[src/rtl/video_timing_detector.sv]
// Video timing detector: measures line/frame totals and active area from hsync/vsync/de and
// locks once consecutive frames agree. Define LOCK_COMPARE_EN to also require nominal timing.
module video_timing_detector #(
  parameter int unsigned widthMax    = 1650,
  parameter int unsigned heightMax   = 750,
  parameter int unsigned FRAMEWIDTH  = 1280,
  parameter int unsigned FRAMEHEIGHT = 720,
  parameter int unsigned LOCK_FRAMES = 2
) (
  input  logic        pxlClk,
  input  logic        rst,
  input  logic        hsync,
  input  logic        vsync,
  input  logic        de,
  output logic [11:0] hTotal,
  output logic [11:0] vTotal,
  output logic [11:0] hActive,
  output logic [11:0] vActive,
  output logic        measValid,
  output logic        locked
);

  localparam logic [11:0] CntMax     = 12'hFFF;
  localparam logic [11:0] NomHTotal  = 12'(widthMax);
  localparam logic [11:0] NomVTotal  = 12'(heightMax);
  localparam logic [11:0] NomHActive = 12'(FRAMEWIDTH);
  localparam logic [11:0] NomVActive = 12'(FRAMEHEIGHT);
  localparam logic [7:0]  LockCnt    = 8'(LOCK_FRAMES);
`ifdef LOCK_COMPARE_EN
  localparam bit CompareEn = 1'b1;
`else
  localparam bit CompareEn = 1'b0;
`endif

  typedef enum logic [1:0] {StSearch, StMeasure, StCheck, StLocked} state_e;

  function automatic logic [11:0] sat_inc(input logic [11:0] v);
    return (v == CntMax) ? v : v + 12'd1;
  endfunction

  logic hs1_q, vs1_q, de1_q, hs2_q, vs2_q, de2_q;
  logic h_rise, v_rise, de_fall;

  logic [11:0] hcnt_q, hcnt_d;
  logic [11:0] vcnt_q, vcnt_d, vcnt_cl;
  logic [11:0] vact_q, vact_d, vact_cl;
  logic [11:0] run_q, run_d;
  logic [11:0] hmax_q, hmax_d, hmax_cl;
  logic [11:0] ref_q, ref_d, ref_cl;
  logic        have_ref_q, have_ref_d, have_ref_cl;
  logic        incons_q, incons_d, incons_cl;
  logic        line_start_q, line_start_d;
  logic        line_de_q, line_de_d;

  logic [11:0] frame_ht, frame_ha;
  logic        frame_sat, frame_nominal, frame_match, timeout, latch;

  state_e      state_q, state_d;
  logic [7:0]  match_q, match_d;
  logic [11:0] ht_q, ht_d, vt_q, vt_d, ha_q, ha_d, va_q, va_d;
  logic        meas_valid_q, meas_valid_d, locked_q, locked_d;

  always_ff @(posedge pxlClk or posedge rst) begin
    if (rst) begin
      {hs1_q, vs1_q, de1_q, hs2_q, vs2_q, de2_q} <= '0;
    end else begin
      {hs1_q, vs1_q, de1_q} <= {hsync, vsync, de};
      {hs2_q, vs2_q, de2_q} <= {hs1_q, vs1_q, de1_q};
    end
  end

  assign h_rise  = hs1_q & ~hs2_q;
  assign v_rise  = vs1_q & ~vs2_q;
  assign de_fall = de2_q & ~de1_q;
  assign timeout = (vcnt_q == CntMax) && !v_rise;

  // *_cl values include the current cycle, so a line closed on the vsync rise counts
  // toward the frame that rise ends.
  always_comb begin
    hcnt_d    = h_rise ? 12'd1 : sat_inc(hcnt_q);
    vcnt_cl   = h_rise ? sat_inc(vcnt_q) : vcnt_q;
    vact_cl   = (h_rise && (line_de_q || de1_q)) ? sat_inc(vact_q) : vact_q;
    line_de_d = h_rise ? 1'b0 : (line_de_q || de1_q);
    hmax_cl   = (de_fall && (run_q > hmax_q)) ? run_q : hmax_q;
    run_d     = de1_q ? sat_inc(run_q) : 12'd0;

    ref_cl      = ref_q;
    have_ref_cl = have_ref_q;
    incons_cl   = incons_q;
    if (h_rise && line_start_q) begin
      if (!have_ref_q) begin
        ref_cl      = hcnt_q;
        have_ref_cl = 1'b1;
      end else if (hcnt_q != ref_q) begin
        incons_cl = 1'b1;
      end
    end

    frame_ht      = have_ref_cl ? ref_cl : 12'd0;
    frame_ha      = (run_q > hmax_cl) ? run_q : hmax_cl;
    frame_sat     = (frame_ht == CntMax) || (vcnt_cl == CntMax) ||
                    (frame_ha == CntMax) || (vact_cl == CntMax);
    frame_nominal = (frame_ht == NomHTotal) && (vcnt_cl == NomVTotal) &&
                    (frame_ha == NomHActive) && (vact_cl == NomVActive);
    frame_match   = have_ref_cl && !incons_cl && !frame_sat &&
                    (frame_ht == ht_q) && (vcnt_cl == vt_q) &&
                    (frame_ha == ha_q) && (vact_cl == va_q) &&
                    (!CompareEn || frame_nominal);

    if (v_rise) begin
      vcnt_d       = 12'd0;
      vact_d       = 12'd0;
      hmax_d       = 12'd0;
      run_d        = 12'd0;
      ref_d        = 12'd0;
      have_ref_d   = 1'b0;
      incons_d     = 1'b0;
      // A coincident hsync rise starts the first full line of the new frame.
      line_start_d = h_rise;
    end else begin
      vcnt_d       = vcnt_cl;
      vact_d       = vact_cl;
      hmax_d       = hmax_cl;
      ref_d        = ref_cl;
      have_ref_d   = have_ref_cl;
      incons_d     = incons_cl;
      line_start_d = line_start_q || h_rise;
    end
  end

  always_comb begin
    state_d      = state_q;
    match_d      = match_q;
    locked_d     = locked_q;
    meas_valid_d = 1'b0;
    ht_d         = ht_q;
    vt_d         = vt_q;
    ha_d         = ha_q;
    va_d         = va_q;
    latch        = 1'b0;

    unique case (state_q)
      StSearch:  if (v_rise) state_d = StMeasure;
      StMeasure: if (v_rise) latch = 1'b1;
      StCheck, StLocked: begin
        if (v_rise) begin
          if (!frame_match) begin
            latch = 1'b1;
          end else if (state_q == StCheck) begin
            match_d = match_q + 8'd1;
            if (match_d >= LockCnt) begin
              state_d  = StLocked;
              locked_d = 1'b1;
            end
          end
        end
      end
    endcase

    if (latch) begin
      ht_d         = frame_ht;
      vt_d         = vcnt_cl;
      ha_d         = frame_ha;
      va_d         = vact_cl;
      meas_valid_d = 1'b1;
      match_d      = 8'd0;
      locked_d     = 1'b0;
      state_d      = StCheck;
    end

    if (timeout) begin
      state_d  = StSearch;
      match_d  = 8'd0;
      locked_d = 1'b0;
    end
  end

  always_ff @(posedge pxlClk or posedge rst) begin
    if (rst) begin
      hcnt_q       <= '0;
      vcnt_q       <= '0;
      vact_q       <= '0;
      run_q        <= '0;
      hmax_q       <= '0;
      ref_q        <= '0;
      have_ref_q   <= 1'b0;
      incons_q     <= 1'b0;
      line_start_q <= 1'b0;
      line_de_q    <= 1'b0;
      state_q      <= StSearch;
      match_q      <= '0;
      ht_q         <= '0;
      vt_q         <= '0;
      ha_q         <= '0;
      va_q         <= '0;
      meas_valid_q <= 1'b0;
      locked_q     <= 1'b0;
    end else begin
      hcnt_q       <= hcnt_d;
      vcnt_q       <= vcnt_d;
      vact_q       <= vact_d;
      run_q        <= run_d;
      hmax_q       <= hmax_d;
      ref_q        <= ref_d;
      have_ref_q   <= have_ref_d;
      incons_q     <= incons_d;
      line_start_q <= line_start_d;
      line_de_q    <= line_de_d;
      state_q      <= state_d;
      match_q      <= match_d;
      ht_q         <= ht_d;
      vt_q         <= vt_d;
      ha_q         <= ha_d;
      va_q         <= va_d;
      meas_valid_q <= meas_valid_d;
      locked_q     <= locked_d;
    end
  end

  assign hTotal    = ht_q;
  assign vTotal    = vt_q;
  assign hActive   = ha_q;
  assign vActive   = va_q;
  assign measValid = meas_valid_q;
  assign locked    = locked_q;

endmodule

[config.mk]
export PLATFORM = sky130hd
export DESIGN_NAME = video_timing_detector
export DESIGN_NICKNAME = d
export VERILOG_FILES = /design/src/rtl/video_timing_detector.sv
export SDC_FILE = /design/constraint.sdc
export NUM_CORES = 1
export LEC_CHECK = 0
export BUFFER_PORTS_ARGS = -buffer_cell sky130_fd_sc_hd__clkbuf_2
export CAP_MARGIN = 20
export CORE_MARGIN = 2
export CORE_UTILIZATION = 45
export CTS_CLUSTER_DIAMETER = 30
export CTS_CLUSTER_SIZE = 10
export DETAILED_ROUTE_END_ITERATION = 6
export GPL_ROUTABILITY_DRIVEN = 0
export GPL_TIMING_DRIVEN = 1
export MAX_ROUTING_LAYER = met4
export PLACE_DENSITY_LB_ADDON = 0.1
export SYNTH_ARGS = -nofsm -noshare
export SYNTH_HDL_FRONTEND = slang
export SYNTH_SLANG_ARGS = --single-unit
[constraint.sdc]
create_clock -name pxlClk -period 5.5 [get_ports pxlClk]
set_input_delay 0.275 -clock pxlClk [delete_from_list [all_inputs] [get_ports pxlClk]]
set_output_delay 0.275 -clock pxlClk [all_outputs]
set_load 0.03 [all_outputs]
==> key figures, run 1 <==
Power and ir drop
  • Max VDD drop: 0.197 mV
  • Lkg Pwr: 0.00438 uW
  • PD cells: 290 nW/um2

Clock tree
  • Num CTS Buffers: 17
  • # H-tree levels: 4
  • Clock latency at the later pin of the worst-skew pair: 430 ps
  • CTS tree: yes
  • Worst-path clk slew: 60 ps
  • Max Root-Sink Buffers: 2
  • Root buf cell: clkbuf_16
  • CTS Sinks: 142

Die
  • Row count: 50
  • Core area: 18800 um2
  • Initial Util: 0.462
  • Die Area: 20500 um2
  • Ports: 55
  • Die Y: 143 um
  • Die Span X: 143 um

Global routing
  • Met2 Usage GRT: 0.363
  • First-pass GRT wire length: 40200 um
  • Grt met1 use: 0.390
  • Pin count of the biggest net entering global routing: 99
  • Met3 Use GR: 0.0537
  • Busiest layer in global routing: met1
  • Number of antenna violations at the first check in global routing: 0
  • Grt ovf: 0
  • Total GRT Usage: 0.260
  • Vias in the first global route: 7272

Routing
  • Post-route ant nets: 0
  • TritonRoute pass-1 iters: 7
  • Initial DRC count: 598
  • Via density: 5.82
  • Wire length after detailed routing: 24900 um
  • Wire length per cell: 18.9 um
  • DRC Markers: 0
  • Via count: 7690

Place
  • Post-DP HPWL: 18000 um
  • Area after DPL: 9440 um2
  • Port bufs: 54

Worst setup path
  • Crit-path max cell delay: 570 ps
  • Max Fanout on Critical Path: 10
  • CP arrival: 5540 ps
  • R2R Path Start: hmax_q[5]$_DFF_PP0_
  • CP required: 5800 ps
  • FF-to-FF End: match_q[2]$_DFFE_PP0P_
  • CP startpoint kind: flop
  • Crit end category: flop
  • CP Cell Sequence: inv_1 > ha_1 > nand4_1 > or3_1 > and4b_1 > o41a_1 > buf_4 > nor2_1 > a21oi_2 > ha_1 > nand2_1 > o21a_2 > o211a_1 > a221oi_4 > nor2_2 > mux2_2 > or4_4 > or4_1 > buf_4 > o31ai_1 > o21ai_1
  • Worst setup path class: reg2reg
  • FF-to-FF path depth: 21
  • Critical Path Slowest Stage Cell: or4_4
  • R2R setup slack: 250 ps

Synth
  • Avg Inst Size Synth: 8.93 um2
  • EDFF count, synth: 0
  • Syn Inst Count: 974
  • Mapped Area: 8700 um2
  • Synth async-reset ratio: 1.00
  • Seq/Total Area, Yosys: 0.409
  • Primary FF master, synth: dfrtp_1
  • Synthesized flop and latch total: 142
  • Synthesis Warnings: 0
  • Synth cell types: 84
  • Synthesized Nets: 1009

Final layout
  • Nets: 1083
  • Area Growth Syn to Fin: 16.4%
  • Area occupied by multi-input gates: 4830 um2
  • FF+latch area: 3550 um2
  • Layout cell share with drive strength beyond 1: 0.170
  • Post-route cell area: 10100 um2
  • N_diodes: 0
  • # fillers: 1741

Timing
  • Final Slew Violations: 0
  • Final worst path period need: 5250 ps
  • Fin. Hold Viols: 0
  • Final period util: 0.954
  • Max Fclk: 191 MHz
  • Worst Skew: 11.7 ps
  • Setup violations, final: 0
  • Hold Slack: 52.8 ps
  • Worst rel slew slack: 0.401
  • Least-Margin Pin Slew: 899 ps

Min path
  • Worst min path class: in2async

Run status
  • Run status: finished, final reports clean

Job
  • Max cap viols: 0
## worst max-delay path, delay by kind of cell, from the launching register on
kind | cells | cell delay, ps
buffers and inverters | 3 | 500
AOI/OAI and AO/OA | 7 | 1230
muxes | 1 | 270
and+or+nand+nor | 8 | 2110
adders and majority gates | 2 | 620
DFF | 1 | 390
## state kept, by name, indices dropped and copies added (netlist names), 2 cells and up
register	count
match_q	8
hmax_q	12
hTotal	12
ref_q	12
vActive	12
vact_q	12
vcnt_q	12
hActive	12
run_q	12
hcnt_q	12
vTotal	12
state_q	2
## worst max path at each step
stage                    startpoint                     end  slack, ps  cells past startpoint
2_1_floorplan  run_q[1]$_DFFE_PP0P_  vActive[8]$_DFFE_PP0P_          2                     22
3_3_place_gp    hmax_q[1]$_DFF_PP0_  match_q[4]$_DFFE_PP0P_        160                     21
3_5_place_dp    hmax_q[1]$_DFF_PP0_  match_q[3]$_DFFE_PP0P_         20                     21
4_1_cts         hmax_q[5]$_DFF_PP0_  match_q[3]$_DFFE_PP0P_        110                     21
5_1_grt         hmax_q[5]$_DFF_PP0_  match_q[6]$_DFFE_PP0P_         -3                     21
6_report        hmax_q[5]$_DFF_PP0_  match_q[2]$_DFFE_PP0P_        250                     21
## layer usage
metal  up-vias  routed length (um)  part of all wire
met5         -                   0                 0
met4         0                 194            0.0078
met3        14                1440             0.058
met2       243               10800              0.43
met1      3737               12500              0.50
li1       3696                   -                 -
## metrics by stage
step	cells	worst slack [ps]	setup TNS (ps)	utilization	total power [uW]
floorplan	974	2.20	0	-	1600
global placement	1282	155	0	0.501	1790
detailed placement	1282	16.0	0	0.501	1800
CTS	1317	109	0	0.534	2940
global route	1321	-3.24	-4.10	0.538	3080
finish	1321	254	0	0.538	2930
## cell usage after synthesis, drive strengths merged (3+ instances only)
cell       n  share of area
a211oi     6         0.0052
a21boi     4         0.0035
a21oi     59          0.034
a222oi     3         0.0035
a22oi      8         0.0069
a311oi     3         0.0050
a31oi      7         0.0050
and2      15          0.011
and3      13         0.0094
and4       5         0.0050
and4b      4         0.0046
buf       11         0.0071
clkbuf    39          0.020
dfrtp    142           0.41
ha        30          0.043
inv       42          0.018
mux2      14          0.018
mux2i     15          0.017
nand2     73          0.032
nand2b     3         0.0022
nand3     27          0.018
nand3b     4         0.0035
nand4     28          0.020
nor2      95          0.041
nor2b      9         0.0065
nor3      32          0.018
nor4      18          0.017
o2111ai    3         0.0030
o211a      3         0.0035
o211ai    13          0.011
o21a       3         0.0026
o21ai    107          0.062
o221ai     3         0.0030
o22ai     12         0.0086
o31a       3         0.0030
o31ai      7         0.0060
or2        5         0.0039
or3        6         0.0045
or4        8         0.0078
xnor2     37          0.037
xor2      22          0.022
## cell families (layout without fill, tap and decap cells)
logic type / Yosys count / count (layout) / share of synthesized area
simple gates: 352 / 352 / 0.213
compound gates: 269 / 269 / 0.193
flops: 142 / 142 / 0.409
buf+inv: 92 / 179 / 0.0450
xor+xnor: 60 / 60 / 0.0620
fa+ha+maj: 30 / 30 / 0.0432
mux: 29 / 29 / 0.0354
## layout make-up
class                   instances  share of cell area
multi-input cells             740               0.477
flip-flops and latches        142               0.351
repair buffers                105              0.0672
clock buffers                  22              0.0458
well taps                     260              0.0321
inverters                      42              0.0161
clock inverters                10              0.0112
## power by group
group | switching, uW | leakage [uW] | internal [uW]
registers | 107 | 0.00193 | 1110
logic | 346 | 0.00218 | 232
clock network | 452 | 0.000272 | 690
## repair_timing
| item | in CTS | in global routing |
|---|---|---|
| buffers inserted | 0 | 4 |
| hold buffers | 3 | 0 |
| endpoints found under the hold margin | 3 | 0 |
| gates resized for setup | 1 | 11 |
| endpoints found under the setup margin | 6 | 41 |
| pin swaps | 0 | 4 |
## cells in the final DEF, fill, tap and decap left out, types with 13 or more instances in the layout
cell type	instances
dfrtp_1	142
o21ai_0	103
nor2_1	93
nand2_1	73
a21oi_1	57
clkbuf_2	54
buf_4	46
inv_1	41
xnor2_1	37
nor3_1	31
ha_1	30
nand4_1	28
nand3_1	25
xor2_1	22
clkbuf_16	17
mux2i_1	15
nor4_1	15
o211ai_1	13
and3_1	13
and2_1	13
Power figures use the tool's default switching activity.
==> run 2, diff against run 1 <==
CAP_MARGIN = 0   (was 20)
clock period = 6.37 ns   (was 5.5 ns; I/O delays follow)
==> run 2 against run 1 <==
  * The flow now finishes with violations (negative hold slack)
  * Register-to-register slack gained 400 ps
  * Largest power group unchanged
  * First-iteration DRC count down 1.3%
  * Sequential cell count is the same
==> key figures, run 2 (synthesis gave the netlist of run 1 again) <==
Clock tree
  • # resized after CTS: 0
  • Clock latency at the later pin of the worst-skew pair: 430 ps
  • CTS tree: yes
  • Root buf cell: clkbuf_16
  • CTS Sinks: 142
  • Max Root-Sink Buffers: 2
  • Num CTS Buffers: 17
  • # H-tree levels: 4
  • Worst-path clk slew: 70 ps

Global routing
  • Pin count of the biggest net entering global routing: 73
  • First-pass GRT wire length: 39600 um
  • Number of antenna violations at the first check in global routing: 1
  • Grt ovf: 0
  • Vias in the first global route: 7093
  • Total GRT Usage: 0.256

Place
  • Post-DP HPWL: 17500 um
  • Port bufs: 54
  • Cell count after placement: 1259
  • Area after DPL: 9250 um2

Min path
  • Worst min path class: in2async

Routing
  • DR WL met2: 10200 um
  • TritonRoute pass-1 iters: 5
  • Post-route ant nets: 0
  • Initial DRC count: 590
  • Wire length after detailed routing: 24400 um
  • Via density: 5.81
  • WL met1: 12500 um
  • DR top layer: met4
  • Wire length per cell: 18.9 um
  • Via count: 7518
  • DRC Markers: 0
  • Metal3 WL: 1470 um

Final layout
  • Area occupied by multi-input gates: 4780 um2
  • FF+latch area: 3550 um2
  • Post-route cell area: 9850 um2
  • # fillers: 1772
  • Most common cell after layout, fill and taps aside: dfrtp_1
  • Post-Layout Cell Count: 1294
  • N_diodes: 0
  • Area Growth Syn to Fin: 13.3%
  • Most frequent cells in the layout: dfrtp_1, o21ai_0, nor2_1
  • Nets: 1056
  • Layout cell share with drive strength beyond 1: 0.143

Run status
  • Failing checks: negative hold slack
  • Run status: finished, violations left

Die
  • Die Area: 20500 um2
  • Initial Util: 0.462
  • Die Span X: 143 um
  • Die Y: 143 um
  • Ports: 55
  • Core area: 18800 um2
  • Row count: 50

Worst setup path
  • CP required: 6720 ps
  • Worst setup path class: reg2reg
  • Top Family by Delay on Critical Path: compound AO/OA/AOI/OAI gates
  • CP arrival: 6060 ps
  • Max Fanout on Critical Path: 23
  • CP startpoint kind: flop
  • Crit-path max cell delay: 720 ps
  • Crit path buffers/inverters: 0
  • Crit end category: flop
  • CP Cell Sequence: ha_1 > nand2_1 > o211ai_1 > and4b_1 > o41a_1 > a21oi_1 > ha_1 > nand2_1 > o21a_1 > o211a_1 > a221o_1 > a222oi_1 > o22ai_1 > or4_4 > or4_1 > or4_1 > o21ai_1
  • Critical Path Slowest Stage Cell: o41a_1

Timing
  • Final Slew Violations: 0
  • Setup violations, final: 0
  • RSZ-0062 raised after global routing: false
  • Worst rel slew slack: 0.373
  • Final period util: 0.897
  • Least-Margin Pin Slew: 941 ps
  • Worst Skew: 13.1 ps
  • Fin. Hold Viols: 16
  • Hold Slack: -8.97 ps
  • Final worst path period need: 5710 ps
  • Sum Neg Setup Slack: 0 ps
  • Max Fclk: 175 MHz

Job
  • Max cap viols: 0

Power and ir drop
  • Lkg Pwr: 0.00423 uW
  • Max VDD drop: 0.166 mV
  • PD cells: 254 nW/um2
-- run 2: cell count changes in the layout (fill, tap and decap cells not counted), sizes merged --
| cell | before | now |
|---|---|---|
| inv | 42 | 44 |
| buf | 48 | 21 |
| clkbuf | 76 | 73 |
| clkinv | 4 | 5 |
-- run 2: final timing paths --
path | start | end | slack (ps) | depth (start not counted)
min in group pxlClk | vs1_q$_DFF_PP0_ | vs2_q$_DFF_PP0_ | 400 | 0
hold / removal | rst | hs1_q$_DFF_PP0_ | -9 | 2
hold reg to reg | vs1_q$_DFF_PP0_ | vs2_q$_DFF_PP0_ | 400 | 0
setup / recovery | run_q[11]$_DFFE_PP0P_ | match_q[2]$_DFFE_PP0P_ | 660 | 17
max in group asynchronous | rst | hmax_q[1]$_DFF_PP0_ | 4980 | 3
setup reg to reg | run_q[11]$_DFFE_PP0P_ | match_q[2]$_DFFE_PP0P_ | 660 | 17
-- run 2: layout make-up --
| cell class | instances | share of cell area |
|---|---|---|
| inverters | 42 | 0.0165 |
| repair buffers | 78 | 0.0465 |
| well taps | 260 | 0.0330 |
| multi-input cells | 740 | 0.485 |
| clock inverters | 13 | 0.0142 |
| flip-flops and latches | 142 | 0.361 |
| clock buffers | 19 | 0.0439 |
-- run 2: through the flow --
stage                     power, uW   util  setup WS [ps]
after CTS                      2510  0.523            730
final                          2500  0.523            657
after detailed placement       1530  0.491            783
after global routing           2620  0.523            176
after floorplan                1380      -            659
after global placement         1530  0.491            862
-- run 2: metal layers --
metal,vias up,track usage
li1,3655,-
met1,3563,0.395
met2,275,0.344
met3,25,0.0490
met4,0,0.0599
met5,-,-
-- run 2: report_power, final --
group / internal, uW / leakage (uW) / switching [uW]
Sequential: 956 / 0.00193 / 93.0
Combinational: 178 / 0.00203 / 289
Clock: 577 / 0.000270 / 406
-- run 2: worst register-to-register path: stages, from the launching register on --
cell	delay, ps
dfrtp_1	520
ha_1	390
nand2_1	80
o211ai_1	160
and4b_1	240
o41a_1	720
a21oi_1	210
ha_1	370
nand2_1	60
o21a_1	230
o211a_1	150
a221o_1	400
a222oi_1	330
o22ai_1	130
or4_4	460
or4_1	640
or4_1	450
o21ai_1	90
-- run 2: repair_timing --
action,4_1_cts,5_1_grt
hold buffers,3,0
endpoints found under the hold margin,3,0
setup buffers,0,0
==> run 3, diff against run 2 <==
ABC_AREA = 1   (was unset)
==> run 3 against run 2 <==
  * The run still ends with negative hold slack left
  * Die area increased by 11%
  * Combinational power grew to 2.7 times the previous value
  * Global-route usage increased by 0.50 points
  * Cell area rose by 8.7%
  * Utilization is 1.4 points lower
  * Hold slack lost 40 ps
  * First-iteration DRC count rose by 7.5%
  * Total power increased by 36%
  * Critical path type unchanged
  * Largest power group is now combinational logic
  * Highest routed layer unchanged
==> key figures, run 3 <==
Timing
  • Fin. Hold Viols: 16
  • Max Fclk: 175 MHz
  • Worst Skew: 19.9 ps
  • Least-Margin Pin Slew: 947 ps
  • Final period util: 0.895
  • Sum Neg Setup Slack: 0 ps
  • Worst rel slew slack: 0.368
  • Final Slew Violations: 0
  • Setup violations, final: 0
  • RSZ-0062 raised after global routing: false
  • Final worst path period need: 5700 ps
  • Hold Slack: -49.2 ps

Power and ir drop
  • Max VDD drop: 0.183 mV
  • Lkg Pwr: 0.00559 uW
  • Final total power: 3400 uW
  • PD cells: 318 nW/um2

Worst setup path
  • Crit end category: flop
  • FF-to-FF path depth: 29
  • Worst setup path class: reg2reg
  • Critical Path Slowest Stage Cell: buf_4
  • CP arrival: 6060 ps
  • CP startpoint kind: flop
  • FF-to-FF End: match_q[3]$_DFFE_PP0P_
  • R2R Path Start: run_q[7]$_DFFE_PP0P_
  • CP required: 6730 ps
  • Top Family by Delay on Critical Path: simple AND/OR/NAND/NOR gates
  • Max Fanout on Critical Path: 92
  • Count of cell instances traversed by the critical path: 29
  • R2R setup slack: 670 ps
  • Crit path buffers/inverters: 4
  • Crit-path max cell delay: 690 ps
  • Critical path's most frequent cell: nand2_1

Routing
  • Wire length per cell: 15.5 um
  • Via density: 5.13
  • Wire length after detailed routing: 27700 um
  • Initial DRC count: 634
  • Post-route ant nets: 0
  • Via count: 9194
  • DRC Markers: 0
  • TritonRoute pass-1 iters: 5

Global routing
  • Number of antenna violations at the first check in global routing: 0
  • Vias in the first global route: 8556
  • Pin count of the biggest net entering global routing: 93
  • First-pass GRT wire length: 44400 um
  • Grt ovf: 0
  • Total GRT Usage: 0.261

Clock tree
  • # resized after CTS: 0
  • Max Root-Sink Buffers: 2
  • Setup bufs post-CTS: 0
  • Clock latency at the later pin of the worst-skew pair: 440 ps
  • Num CTS Buffers: 17
  • Root buf cell: clkbuf_16
  • Worst-path clk slew: 70 ps
  • # H-tree levels: 4
  • CTS tree: yes
  • CTS Sinks: 142

Die
  • Core area: 21000 um2
  • Die Area: 22600 um2
  • Die Span X: 150 um
  • Initial Util: 0.459
  • Ports: 55
  • Row count: 53
  • Die Y: 150 um

Synth
  • Seq/Total Area, Yosys: 0.368
  • Synth cell types: 40
  • Area leader, netlist: dfrtp_1
  • Syn Inst Count: 1459
  • Avg Inst Size Synth: 6.61 um2
  • Synth async-reset ratio: 1.00
  • Area share of the largest cell type after synthesis: 0.368
  • Synthesis Warnings: 0
  • Most common cell in the netlist: nand2_1
  • Mapped Area: 9650 um2
  • Synthesized flop and latch total: 142
  • EDFF count, synth: 0
  • Synth top area cells: dfrtp_1, nand2_1, inv_1
  • Synthesized Nets: 1494
  • Most frequent cells after synthesis: nand2_1, inv_1, nor2_1
  • Primary FF master, synth: dfrtp_1

Place
  • Port bufs: 54
  • Post-DP HPWL: 20700 um

Final layout
  • N_diodes: 0
  • Layout cell share with drive strength beyond 1: 0.0811
  • Area Growth Syn to Fin: 10.9%
  • Most common cell after layout, fill and taps aside: nand2_1
  • Nets: 1538
  • Most frequent cells in the layout: nand2_1, inv_1, nor2_1

Run status
  • Failing checks: negative hold slack
  • Run status: finished, violations left

Min path
  • Worst min path class: in2async

Job
  • Max cap viols: 0
-- run 3: through the flow --
stage	setup WS, ps	util	instances	instance area (um2)
CTS	773	0.509	1791	10700
detailed placement	823	0.479	1756	10100
finish	669	0.509	1791	10700
floorplan	2240	-	1459	9650
global route	172	0.509	1791	10700
global placement	854	0.479	1756	10100
-- run 3: where the power goes --
part,internal (uW),switching [uW],total [uW]
clock network,628,412,1040
registers,1000,111,1110
logic,364,882,1250
total,1990,1410,3400
-- run 3: kinds of logic (layout without fill, tap and decap cells) --
| group | after synthesis | after routing | synth area share |
|---|---|---|---|
| flops | 142 | 142 | 0.368 |
| simple gates | 918 | 918 | 0.412 |
| xor+xnor | 15 | 15 | 0.0136 |
| compound gates | 116 | 116 | 0.0644 |
| fa+ha+maj | 30 | 30 | 0.0389 |
| buf+inv | 238 | 295 | 0.103 |
-- run 3: area by class of cell --
class	count	area (um2)
clock buffers	19	443
clock inverters	13	165
fillers	2149	10300
inverters	203	767
multi-input cells	1079	5110
flip-flops and latches	142	3550
well taps	275	344
repair buffers	60	323
-- run 3: what timing repair did --
item,CTS,global route
hold buffers,3,0
endpoints found under the setup margin,0,0
endpoints found under the hold margin,3,0
-- run 3: worst reg2reg max path: cells and delay by family (launching register included) --
family | cells | cell delay, ps
adders and majority gates | 2 | 660
buffers and inverters | 4 | 1100
DFF | 1 | 500
AOI/OAI and AO/OA | 2 | 280
and+or+nand+nor | 21 | 3080
-- run 3: routing by layer --
layer,GRT usage,share of wire,routed length [um],up-vias
met5,-,0,0,-
met4,0.0976,0.031,848,0
met3,0.0324,0.034,930,46
met2,0.409,0.46,12800,198
met1,0.348,0.48,13200,4211
li1,-,-,-,4739
-- run 3: worst max path at each step --
stage                               startpoint                 endpoint  slack, ps
final                     run_q[7]$_DFFE_PP0P_   match_q[3]$_DFFE_PP0P_        670
after global placement    run_q[7]$_DFFE_PP0P_  hActive[10]$_DFFE_PP0P_        850
after CTS                 run_q[7]$_DFFE_PP0P_   match_q[3]$_DFFE_PP0P_        770
after detailed placement  run_q[7]$_DFFE_PP0P_   match_q[3]$_DFFE_PP0P_        820
after floorplan                            rst          de1_q$_DFF_PP0_       2240
after global routing      run_q[7]$_DFFE_PP0P_   hActive[5]$_DFFE_PP0P_        170
